==> config.mk <==
export PLATFORM = sky130hd
export DESIGN_NAME = bioz_clkgen_div_flat
export DESIGN_NICKNAME = d
export VERILOG_FILES = /design/src/rtl/bioz_clkgen_div_if.sv /design/src/rtl/bioz_clkgen_div.sv /design/src/flat_wrapper.sv
export SDC_FILE = /design/constraint.sdc
export NUM_CORES = 1
export LEC_CHECK = 0
export CAP_MARGIN = 5
export CORE_MARGIN = 2
export CORE_UTILIZATION = 55
export CTS_BUF_LIST = sky130_fd_sc_hd__clkbuf_8
export CTS_CLUSTER_DIAMETER = 150
export DETAILED_ROUTE_END_ITERATION = 16
export GPL_TIMING_DRIVEN = 0
export MAX_ROUTING_LAYER = met4
export PLACE_DENSITY_LB_ADDON = 0.12
export SETUP_SLACK_MARGIN = 0.3
export SLEW_MARGIN = 20
export SYNTH_ARGS = -nofsm -noshare
export SYNTH_HDL_FRONTEND = slang
export SYNTH_HIERARCHICAL = 1
export SYNTH_SLANG_ARGS = --single-unit
==> constraint.sdc <==
create_clock -name clk -period 8.2 [get_ports clk]
set_input_delay 1.23 -clock clk [delete_from_list [all_inputs] [get_ports clk]]
set_output_delay 1.23 -clock clk [all_outputs]
set_load 0.01 [all_outputs]
==> src/rtl/bioz_clkgen_div_if.sv <==
// Control and clock-output bundle of the BioZ clock generator.
// The master side drives the run request and divide select, the slave side returns clocks and status.
interface bioz_clkgen_div_if #(
  parameter int FSEL_W = 4
);
  logic              enable;
  logic [FSEL_W-1:0] Fsel;
  logic              clk_SigGen;
  logic              clk_ADC;
  logic              clk_IF;
  logic              clk_PM;
  logic [FSEL_W-1:0] fsel_active;
  logic              pm_active;
  logic              running;

  modport master (
    output enable, Fsel,
    input  clk_SigGen, clk_ADC, clk_IF, clk_PM, fsel_active, pm_active, running
  );

  modport slave (
    input  enable, Fsel,
    output clk_SigGen, clk_ADC, clk_IF, clk_PM, fsel_active, pm_active, running
  );
endinterface

==> src/rtl/bioz_clkgen_div.sv <==
// BioZ clock generator: three glitch-free start/stop divider channels (SigGen, ADC, IF)
// plus a phase-accumulator NCO producing clk_PM at f_SigGen - f_IF.

module bioz_clkgen_div_chan #(
  parameter int CW = 8
) (
  input  logic          clk,
  input  logic          rst,
  input  logic          enable,
  input  logic [CW-1:0] last,
  input  logic [CW-1:0] half,
  output logic          out,
  output logic          busy,
  output logic          busy_next,
  output logic          wrap
);
  typedef enum logic [1:0] {IDLE, RUN, STOPPING} state_t;

  state_t        state, state_next;
  logic [CW-1:0] cnt, cnt_next, cnt_adv;
  logic          hi_adv;
  logic          out_next;

  always_ff @(posedge clk or posedge rst) begin
    if (rst) begin
      state <= IDLE;
      cnt   <= '0;
      out   <= 1'b0;
    end else begin
      state <= state_next;
      cnt   <= cnt_next;
      out   <= out_next;
    end
  end

  // A stop request only ends the channel once the next cycle would be low,
  // so a wrap coinciding with enable falling still yields a full high phase.
  always_comb begin
    wrap       = (state != IDLE) && (cnt == last);
    cnt_adv    = wrap ? '0 : cnt + 1'b1;
    hi_adv     = cnt_adv < half;
    state_next = state;
    cnt_next   = '0;
    case (state)
      IDLE: begin
        if (enable) state_next = RUN;
      end
      default: begin
        if (enable) begin
          state_next = RUN;
          cnt_next   = cnt_adv;
        end else if (hi_adv) begin
          state_next = STOPPING;
          cnt_next   = cnt_adv;
        end else begin
          state_next = IDLE;
        end
      end
    endcase
  end

  always_comb begin
    out_next  = (state_next != IDLE) && (cnt_next < half);
    busy      = state != IDLE;
    busy_next = state_next != IDLE;
  end
endmodule

module bioz_clkgen_div #(
  parameter int FSEL_W   = 4,
  parameter int ADC_DIV  = 426,
  parameter int IF_DIV   = 2048,
  parameter int ACC_W    = 24,
  parameter int RST_FSEL = 10
) (
  input logic              clk,
  input logic              rst,
  bioz_clkgen_div_if.slave bus
);
  localparam int                SIG_CW     = 2**FSEL_W + 1;
  localparam int                ADC_CW     = $clog2(ADC_DIV);
  localparam int                IF_CW      = $clog2(IF_DIV);
  localparam logic [FSEL_W-1:0] RST_FSEL_V = FSEL_W'(RST_FSEL);
  localparam logic [ACC_W:0]    ACC_ONE    = {{ACC_W{1'b0}}, 1'b1};
  localparam logic [ACC_W:0]    IF_TW      = (ACC_ONE << ACC_W) / (ACC_W+1)'(IF_DIV);

  logic [FSEL_W-1:0]     fsel_active;
  logic signed [ACC_W:0] tw_pm, tw_now, tw_rst;
  logic                  pm_active;
  logic                  running;
  logic [ACC_W-1:0]      acc;
  logic [SIG_CW-1:0]     sig_half, sig_last;
  logic                  sig_out, sig_busy, sig_busy_next, sig_wrap;
  logic                  adc_out, adc_busy, adc_busy_next, adc_wrap;
  logic                  if_out, if_busy, if_busy_next, if_wrap;
  logic                  unused_ok;

  function automatic logic signed [ACC_W:0] calc_tw(input logic [FSEL_W-1:0] f);
    logic [ACC_W:0] sig_tw;
    sig_tw = ACC_ONE << (ACC_W - 1 - int'(f));
    return $signed(sig_tw - IF_TW);
  endfunction

  always_comb begin
    sig_half = SIG_CW'(1) << fsel_active;
    sig_last = {sig_half[SIG_CW-2:0], 1'b0} - 1'b1;
    tw_now   = calc_tw(fsel_active);
    tw_rst   = calc_tw(RST_FSEL_V);
  end

  bioz_clkgen_div_chan #(.CW(SIG_CW)) u_sig (
    .clk(clk), .rst(rst), .enable(bus.enable),
    .last(sig_last), .half(sig_half),
    .out(sig_out), .busy(sig_busy), .busy_next(sig_busy_next), .wrap(sig_wrap)
  );

  bioz_clkgen_div_chan #(.CW(ADC_CW)) u_adc (
    .clk(clk), .rst(rst), .enable(bus.enable),
    .last(ADC_CW'(ADC_DIV - 1)), .half(ADC_CW'((ADC_DIV + 1) / 2)),
    .out(adc_out), .busy(adc_busy), .busy_next(adc_busy_next), .wrap(adc_wrap)
  );

  bioz_clkgen_div_chan #(.CW(IF_CW)) u_if (
    .clk(clk), .rst(rst), .enable(bus.enable),
    .last(IF_CW'(IF_DIV - 1)), .half(IF_CW'(IF_DIV / 2)),
    .out(if_out), .busy(if_busy), .busy_next(if_busy_next), .wrap(if_wrap)
  );

  // The divide select only changes on a period boundary, so no period is ever cut or stretched.
  always_ff @(posedge clk or posedge rst) begin
    if (rst) begin
      fsel_active <= RST_FSEL_V;
    end else if (!sig_busy || sig_wrap) begin
      fsel_active <= bus.Fsel;
    end
  end

  always_ff @(posedge clk or posedge rst) begin
    if (rst) begin
      tw_pm     <= tw_rst;
      pm_active <= tw_rst > 0;
    end else begin
      tw_pm     <= tw_now;
      pm_active <= tw_now > 0;
    end
  end

  always_ff @(posedge clk or posedge rst) begin
    if (rst) begin
      acc <= '0;
    end else if (!sig_busy || !sig_busy_next || !pm_active) begin
      acc <= '0;
    end else begin
      acc <= acc + tw_pm[ACC_W-1:0];
    end
  end

  always_ff @(posedge clk or posedge rst) begin
    if (rst) begin
      running <= 1'b0;
    end else begin
      running <= sig_busy_next | adc_busy_next | if_busy_next;
    end
  end

  assign unused_ok = &{1'b0, adc_busy, adc_wrap, if_busy, if_wrap, tw_pm[ACC_W]};

  assign bus.clk_SigGen  = sig_out;
  assign bus.clk_ADC     = adc_out;
  assign bus.clk_IF      = if_out;
  assign bus.clk_PM      = acc[ACC_W-1];
  assign bus.fsel_active = fsel_active;
  assign bus.pm_active   = pm_active;
  assign bus.running     = running;
endmodule
==> src/flat_wrapper.sv <==
// flat-port wrapper written by rule: the top's interface ports become plain ports
module bioz_clkgen_div_flat 
#(
  parameter int FSEL_W   = 4,
  parameter int ADC_DIV  = 426,
  parameter int IF_DIV   = 2048,
  parameter int ACC_W    = 24,
  parameter int RST_FSEL = 10
)
  (clk, rst, bus_enable, bus_Fsel, bus_clk_SigGen, bus_clk_ADC, bus_clk_IF, bus_clk_PM, bus_fsel_active, bus_pm_active, bus_running);
  bioz_clkgen_div_if #(.FSEL_W(FSEL_W)) bus_i ();
  input logic clk;
  input logic rst;
  input wire logic [$bits(bus_i.enable)-1:0] bus_enable;
  input wire logic [$bits(bus_i.Fsel)-1:0] bus_Fsel;
  output wire logic [$bits(bus_i.clk_SigGen)-1:0] bus_clk_SigGen;
  output wire logic [$bits(bus_i.clk_ADC)-1:0] bus_clk_ADC;
  output wire logic [$bits(bus_i.clk_IF)-1:0] bus_clk_IF;
  output wire logic [$bits(bus_i.clk_PM)-1:0] bus_clk_PM;
  output wire logic [$bits(bus_i.fsel_active)-1:0] bus_fsel_active;
  output wire logic [$bits(bus_i.pm_active)-1:0] bus_pm_active;
  output wire logic [$bits(bus_i.running)-1:0] bus_running;
  assign bus_i.enable = bus_enable;
  assign bus_i.Fsel = bus_Fsel;
  assign bus_clk_SigGen = bus_i.clk_SigGen;
  assign bus_clk_ADC = bus_i.clk_ADC;
  assign bus_clk_IF = bus_i.clk_IF;
  assign bus_clk_PM = bus_i.clk_PM;
  assign bus_fsel_active = bus_i.fsel_active;
  assign bus_pm_active = bus_i.pm_active;
  assign bus_running = bus_i.running;
  bioz_clkgen_div #(.FSEL_W(FSEL_W), .ADC_DIV(ADC_DIV), .IF_DIV(IF_DIV), .ACC_W(ACC_W), .RST_FSEL(RST_FSEL)) u_core (.clk(clk), .rst(rst), .bus(bus_i));
endmodule
==> flow_summary.ini, run 1 <==
[run_status]
status = finished, final reports clean

[yosys]
avgSynthCellArea_um2 = 8.913
ys_ff_latch = 100
syn-cell-area_um2 = 7870
yosys_warnings = 6
synth_cell_types = 78
ys.flop_type = dfrtp_1
syn_inst = 883
ys_seq_area_frac = 0.3183
synth_edf_count = 0
async_flop_share = 1.000

[final_layout]
antenna_cells = 0
final-instance-count-excl-fill = 1148
syn_to_final_growth_pct = 10.22
nNetsFinal = 1067
fin_area_um2 = 8675
drive_above_1_share = 0.08161

[global_route]
grt_usage = 0.2484
antenna_found_initial = 0
grt-ovfl-total = 0
first_global_vias = 6078
grt_max_degree = 55
grt_first_pass_wirelength_um = 28620

[sta]
timing.final.crit_share = 0.8485
fmax_mhz = 143.7
fin_crit_ps = 6958
finClkSkew_ps = 17.21
rsz0062_at_grt = false
setup_viol_count_final = 0
worst_pin_slew_ps = 818.6
holdWs_ps = 580.0
final.setup.tns_ps = 0
max_slew_margin = 0.4537
hold_viol_final = 0
maxSlewViolCount = 0

[power]
powerDensity_nw_per_um2 = 266.6
ir_drop_v = 0.00009946
p_leak_nw = 4.159

[clocking]
cts_inserted_buffers = 9
worstSkewPairLatency_ps = 380
cts_tree = yes
cts_setup_buffers = 0
clock-sinks = 100
cts_root_buffer = clkbuf_8
htreeDepth = 3
post_cts_resized = 0
path_clk_slew_ps = 100
ctsHoldBuffers = 0
clock_path_buffers = 2

[setup_path]
reg2reg_slack_ps = 1240
crit_path_start_kind = flop
reg2regPathDepth = 27
crit_required_ps = 8480
end_kind = flop
path_class = reg2reg
reg2reg_to = u_core/u_sig/out
cp.arrival_ps = 7240
crit_fanout = 10
r2r_start = u_core/bus.fsel_active[2]

[floorplan]
rows = 43
coreArea_um2 = 13930
die_h_um = 123.6
die_area_um2 = 15280
start_util = 0.5648
pin_count = 17
die_w_um = 123.6

[drt]
drc = 0
antenna_left = 0
vias_per_cell = 5.562
routed_wl_um = 17280
drt-pass1-iter-count = 5
vias = 6385
wire_per_inst_um = 15.05
drtIter0Drc = 371

[placed_design]
place_congestion = 0.8861
io_buffers = 16
dp.cells = 1132
dp_hpwl_um = 13640
place_area_um2 = 8457

[min_path]
min_from = u_core/acc[0]
min_delay_path_depth = 2
hold_path_end = u_core/acc[0]
hold_class = reg2reg

[flow_run]
drv_cap = 0
[worst max-delay path: stages, from the launching register on]
cell and delay [ps]:
dfrtp_1 470, nor2_1 310, nand2_1 240, ha_1 260, clkbuf_1 200, nor3_1 170
a21oi_1 60, a2bb2oi_1 140, o21ai_0 230, xor2_1 100, nor4_1 360, nand3_2 210
nor2_2 350, buf_2 310, nor2_1 80, ha_1 290, a21o_1 170, a221oi_1 370
o2bb2ai_1 120, o31ai_1 390, o2111ai_2 420, nor2_1 260, ha_1 270, nand4_1 200
nor2_1 80, a221oi_1 300, o21ai_0 170, nor4b_2 300
[metal layers]
| layer | global-route usage | routed length [µm] | up-vias |
|---|---|---|---|
| met3 | 0.02701 | 679 | 32 |
| met5 | - | 0 | - |
| met1 | 0.3354 | 8140 | 2987 |
| li1 | - | - | 3236 |
| met2 | 0.3898 | 8066 | 130 |
| met4 | 0.08807 | 393 | 0 |
[logic make-up after synthesis]
kind of cell / after synthesis / share of synthesized area
buffers and inverters: 97 / 0.04944
AOI/OAI and AO/OA: 168 / 0.1472
muxes: 6 / 0.008267
xor gates and xnor gates: 82 / 0.09698
other: 2 / 0.0009543
adders and majority gates: 97 / 0.1552
and+or+nand+nor: 331 / 0.2237
DFF: 100 / 0.3183
[layout make-up]
type                       instances  area [µm²]
fill                            1278        5260
sequential                       100        2505
multi-input combinational        739        5175
clock buffer                      10       137.6
clock inverter                     6       80.08
timing repair buffer              16       160.2
tap                              180       225.2
inverter                          69       261.5
buffer                            28       130.1
[cells in the mapped netlist (7+ instances only)]
cell | instances | share of area
o21a_1 | 9 | 0.0086
a21o_1 | 15 | 0.014
nand2b_1 | 9 | 0.0072
dfrtp_1 | 98 | 0.31
a21oi_1 | 46 | 0.029
inv_1 | 69 | 0.033
ha_1 | 96 | 0.15
clkbuf_1 | 18 | 0.0086
nor2_1 | 99 | 0.047
nand2_1 | 61 | 0.029
nor4_1 | 12 | 0.0095
and2_1 | 7 | 0.0056
nor2b_1 | 12 | 0.0095
buf_2 | 7 | 0.0045
nor3_1 | 23 | 0.015
o21ai_0 | 39 | 0.025
nor3_2 | 12 | 0.015
xnor2_1 | 41 | 0.046
and3_1 | 9 | 0.0072
nand3_1 | 24 | 0.015
xor2_1 | 35 | 0.039
nand4_1 | 30 | 0.024
[placed cells by master, fill, tap and decap left out, types with 5 or more instances in the layout]
master,netlist,routed
inv_1,69,70
nand3_1,24,24
nor4_1,12,12
a21oi_1,46,46
xnor2_1,41,41
nor3_2,12,12
dfrtp_1,98,98
nand2_1,61,61
buf_2,7,7
clkbuf_8,0,10
clkdlybuf4s50_1,0,16
a21o_1,15,15
nand4_1,30,30
o211ai_1,5,5
nor3_1,23,23
conb_1,2,55
xor2_1,35,35
or3_1,5,5
clkbuf_1,18,18
and2_1,7,7
nor2_1,99,99
a211oi_1,5,5
nor2b_1,12,12
o21a_1,9,9
ha_1,96,96
nand2b_1,9,9
o21bai_1,6,6
xnor2_2,6,6
and3_1,9,9
o21ai_0,39,39
[sequential cells by signal, summed over array words and instances, names as in the netlist]
| signal | cells |
|---|---|
| u_core/acc | 24 |
| u_core/u_if/state | 2 |
| u_core/u_sig/state | 2 |
| u_core/bus.running | 1 |
| u_core/u_sig/cnt | 17 |
| u_core/u_adc/state | 2 |
| u_core/bus.fsel_active | 4 |
| u_core/u_adc/out | 1 |
| u_core/u_if/cnt | 11 |
| u_core/u_adc/cnt | 9 |
| u_core/bus.pm_active | 1 |
| u_core/u_if/out | 1 |
| u_core/tw_pm | 24 |
| u_core/u_sig/out | 1 |
[per-stage QoR]
step             util  setup WS [ps]  power (mW)
2_1_floorplan       -           2576       1.654
3_3_place_gp   0.6067           1381       1.950
3_5_place_dp   0.6069           1380       1.961
4_1_cts        0.6225           1318       2.322
5_1_grt        0.6225          807.3       2.509
6_report       0.6225           1242       2.313
[worst max-delay path by stage]
| stage | slack [ps] | to | start | depth (start not counted) |
|---|---|---|---|---|
| final | 1240 | u_core/u_sig/out | u_core/bus.fsel_active[2] | 27 |
| after global routing | 810 | u_core/u_sig/out | u_core/bus.fsel_active[2] | 27 |
| after CTS | 1320 | u_core/u_sig/out | u_core/bus.fsel_active[0] | 27 |
| after detailed placement | 1380 | u_core/u_sig/out | u_core/bus.fsel_active[0] | 27 |
| after global placement | 1380 | u_core/u_sig/out | u_core/bus.fsel_active[2] | 27 |
| after floorplan | 2580 | u_core/u_sig/out | u_core/bus.fsel_active[0] | 27 |
[power breakdown]
| part | switching, mW | internal (mW) | leakage [nW] |
|---|---|---|---|
| clock network | 0.173 | 0.178 | 0.115 |
| logic | 0.751 | 0.517 | 2.77 |
| registers | 0.0871 | 0.607 | 1.27 |
Power figures use the tool's default switching activity.
==> inputs of run 2 (changes only) <==
- clock period: 8.2 -> 7.2 ns (I/O delays scaled with it)
==> run 2 against run 1 <==
Effect of this change: sequential power is 14% higher; flip-flop and latch count stayed put; register-to-register slack worse by 580 ps; clock power is 15% higher; critical path type unchanged; highest routed layer unchanged; worst setup slack worse by 580 ps.
==> flow_summary.ini, run 2 (synthesis gave the netlist of run 1 again) <==
[power]
power_frac_clock = 0.151
p_sw_frac = 0.4376
powerDensity_nw_per_um2 = 303.3
ir_drop_v = 0.0001135
p_leak_nw = 4.195
total_power_mw = 2.654
power_frac_comb = 0.551
p_int_mw = 1.493
seq_power_share = 0.298
p_sw_mw = 1.161

[drt]
routed_wl_um = 17370
wire_per_inst_um = 15.05
drtIter0Drc = 409
vias = 6397
drc = 0
antenna_left = 0
drt-pass1-iter-count = 5
vias_per_cell = 5.543

[setup_path]
crit_slowest_cell = dfrtp_1
max_stage_delay_ps = 470
end_kind = flop
crit_path_start_kind = flop
crit_fanout = 10
cp.arrival_ps = 6820
crit_required_ps = 7480
path_class = reg2reg
reg2reg_slack_ps = 670

[global_route]
first_global_vias = 6078
gr-usage-met1 = 0.3354
grtUsageMet2 = 0.3898
grt_first_pass_wirelength_um = 28620
antenna_found_initial = 0
grt_usage = 0.2484
top_usage_layer = met2
use_met3 = 0.02701
grt_max_degree = 55
grt-ovfl-total = 0

[final_layout]
final_cell_mix = nor2_1, dfrtp_1, ha_1
antenna_cells = 0
nNetsFinal = 1073
syn_to_final_growth_pct = 11.19
drive_above_1_share = 0.09240
reg.largest.list = u_core/acc x24, u_core/tw_pm x24, u_core/u_sig/cnt x17

[sta]
worst_pin_slew_ps = 832.5
max_slew_margin = 0.4444
maxSlewViolCount = 0
final.setup.tns_ps = 0
finClkSkew_ps = 17.21
setup_viol_count_final = 0
rsz0062_at_grt = false
fmax_mhz = 153.1
hold_viol_final = 0
fin_crit_ps = 6533
timing.final.crit_share = 0.9073

[clocking]
clock-sinks = 100
cts_inserted_buffers = 9
cts_tree = yes
clock_path_buffers = 2
worstSkewPairLatency_ps = 380
path_clk_slew_ps = 100
cts_root_buffer = clkbuf_8
htreeDepth = 3
ctsHoldBuffers = 0

[run_status]
status = finished, final reports clean

[placed_design]
dp_hpwl_um = 13640
io_buffers = 16
place_congestion = 0.8861

[floorplan]
die_w_um = 123.6
die_area_um2 = 15280
rows = 43
pin_count = 17
die_h_um = 123.6
start_util = 0.5648
coreArea_um2 = 13930

[min_path]
hold_class = reg2reg

[flow_run]
drv_cap = 0
## run 2: critical path: cells and delay by family (launching register included)
kind                     cells  cell delay (ps)
AO/OA/AOI/OAI               11             2240
AND/OR/NAND/NOR             10             2130
adder cells (fa/ha/maj)      3              840
buffers and inverters        3              640
flip-flops                   1              470
XOR/XNOR                     1              100
## run 2: layout make-up
cell class,instances,area (µm²)
buffer,28,132.6
fill,1267,5184
tap,180,225.2
sequential,100,2505
inverter,69,261.5
clock buffer,10,137.6
clock inverter,6,80.08
timing repair buffer,22,205.2
multi-input combinational,739,5204
## run 2: power groups by stage
stage | combinational [mW] | clock, mW | sequential [mW]
after global placement | 1.42 | 0 | 0.803
after detailed placement | 1.43 | 0 | 0.804
after CTS | 1.44 | 0.414 | 0.793
after global routing | 1.63 | 0.436 | 0.811
final | 1.46 | 0.401 | 0.792
after floorplan | 1.10 | 0 | 0.780
## run 2: what timing repair did
action,CTS,global route
resized for setup,0,9
endpoints found under the setup margin,0,12
buffers inserted,0,6
## run 2: layer usage
layer,vias to the layer above,part of all wire
li1,3250,-
met5,-,0
met3,30,0.039
met1,2982,0.48
met4,0,0.022
met2,135,0.46
## run 2: final timing paths
kind | from | end | depth (start not counted)
max in group asynchronous | rst | u_core/u_sig/cnt[10] | 2
worst max register to register | u_core/bus.fsel_active[2] | u_core/u_sig/out | 28
worst min register to register | u_core/acc[0] | u_core/acc[0] | 2
worst min-delay path | u_core/acc[0] | u_core/acc[0] | 2
min in group asynchronous | rst | u_core/u_adc/cnt[5] | 2
worst max-delay path | u_core/bus.fsel_active[2] | u_core/u_sig/out | 28
## run 2: per-stage QoR
stage | instances | hold slack (ps) | setup WS (ps) | cell area (µm²) | utilization
floorplan | 936 | 529.8 | 1576 | 8069 | -
global placement | 1132 | 552.3 | 381.5 | 8454 | 0.6067
detailed placement | 1132 | 560.3 | 379.8 | 8457 | 0.6069
CTS | 1148 | 588.2 | 318.2 | 8675 | 0.6225
global route | 1154 | 636.3 | 322.2 | 8751 | 0.6280
finish | 1154 | 580.0 | 667.1 | 8751 | 0.6280
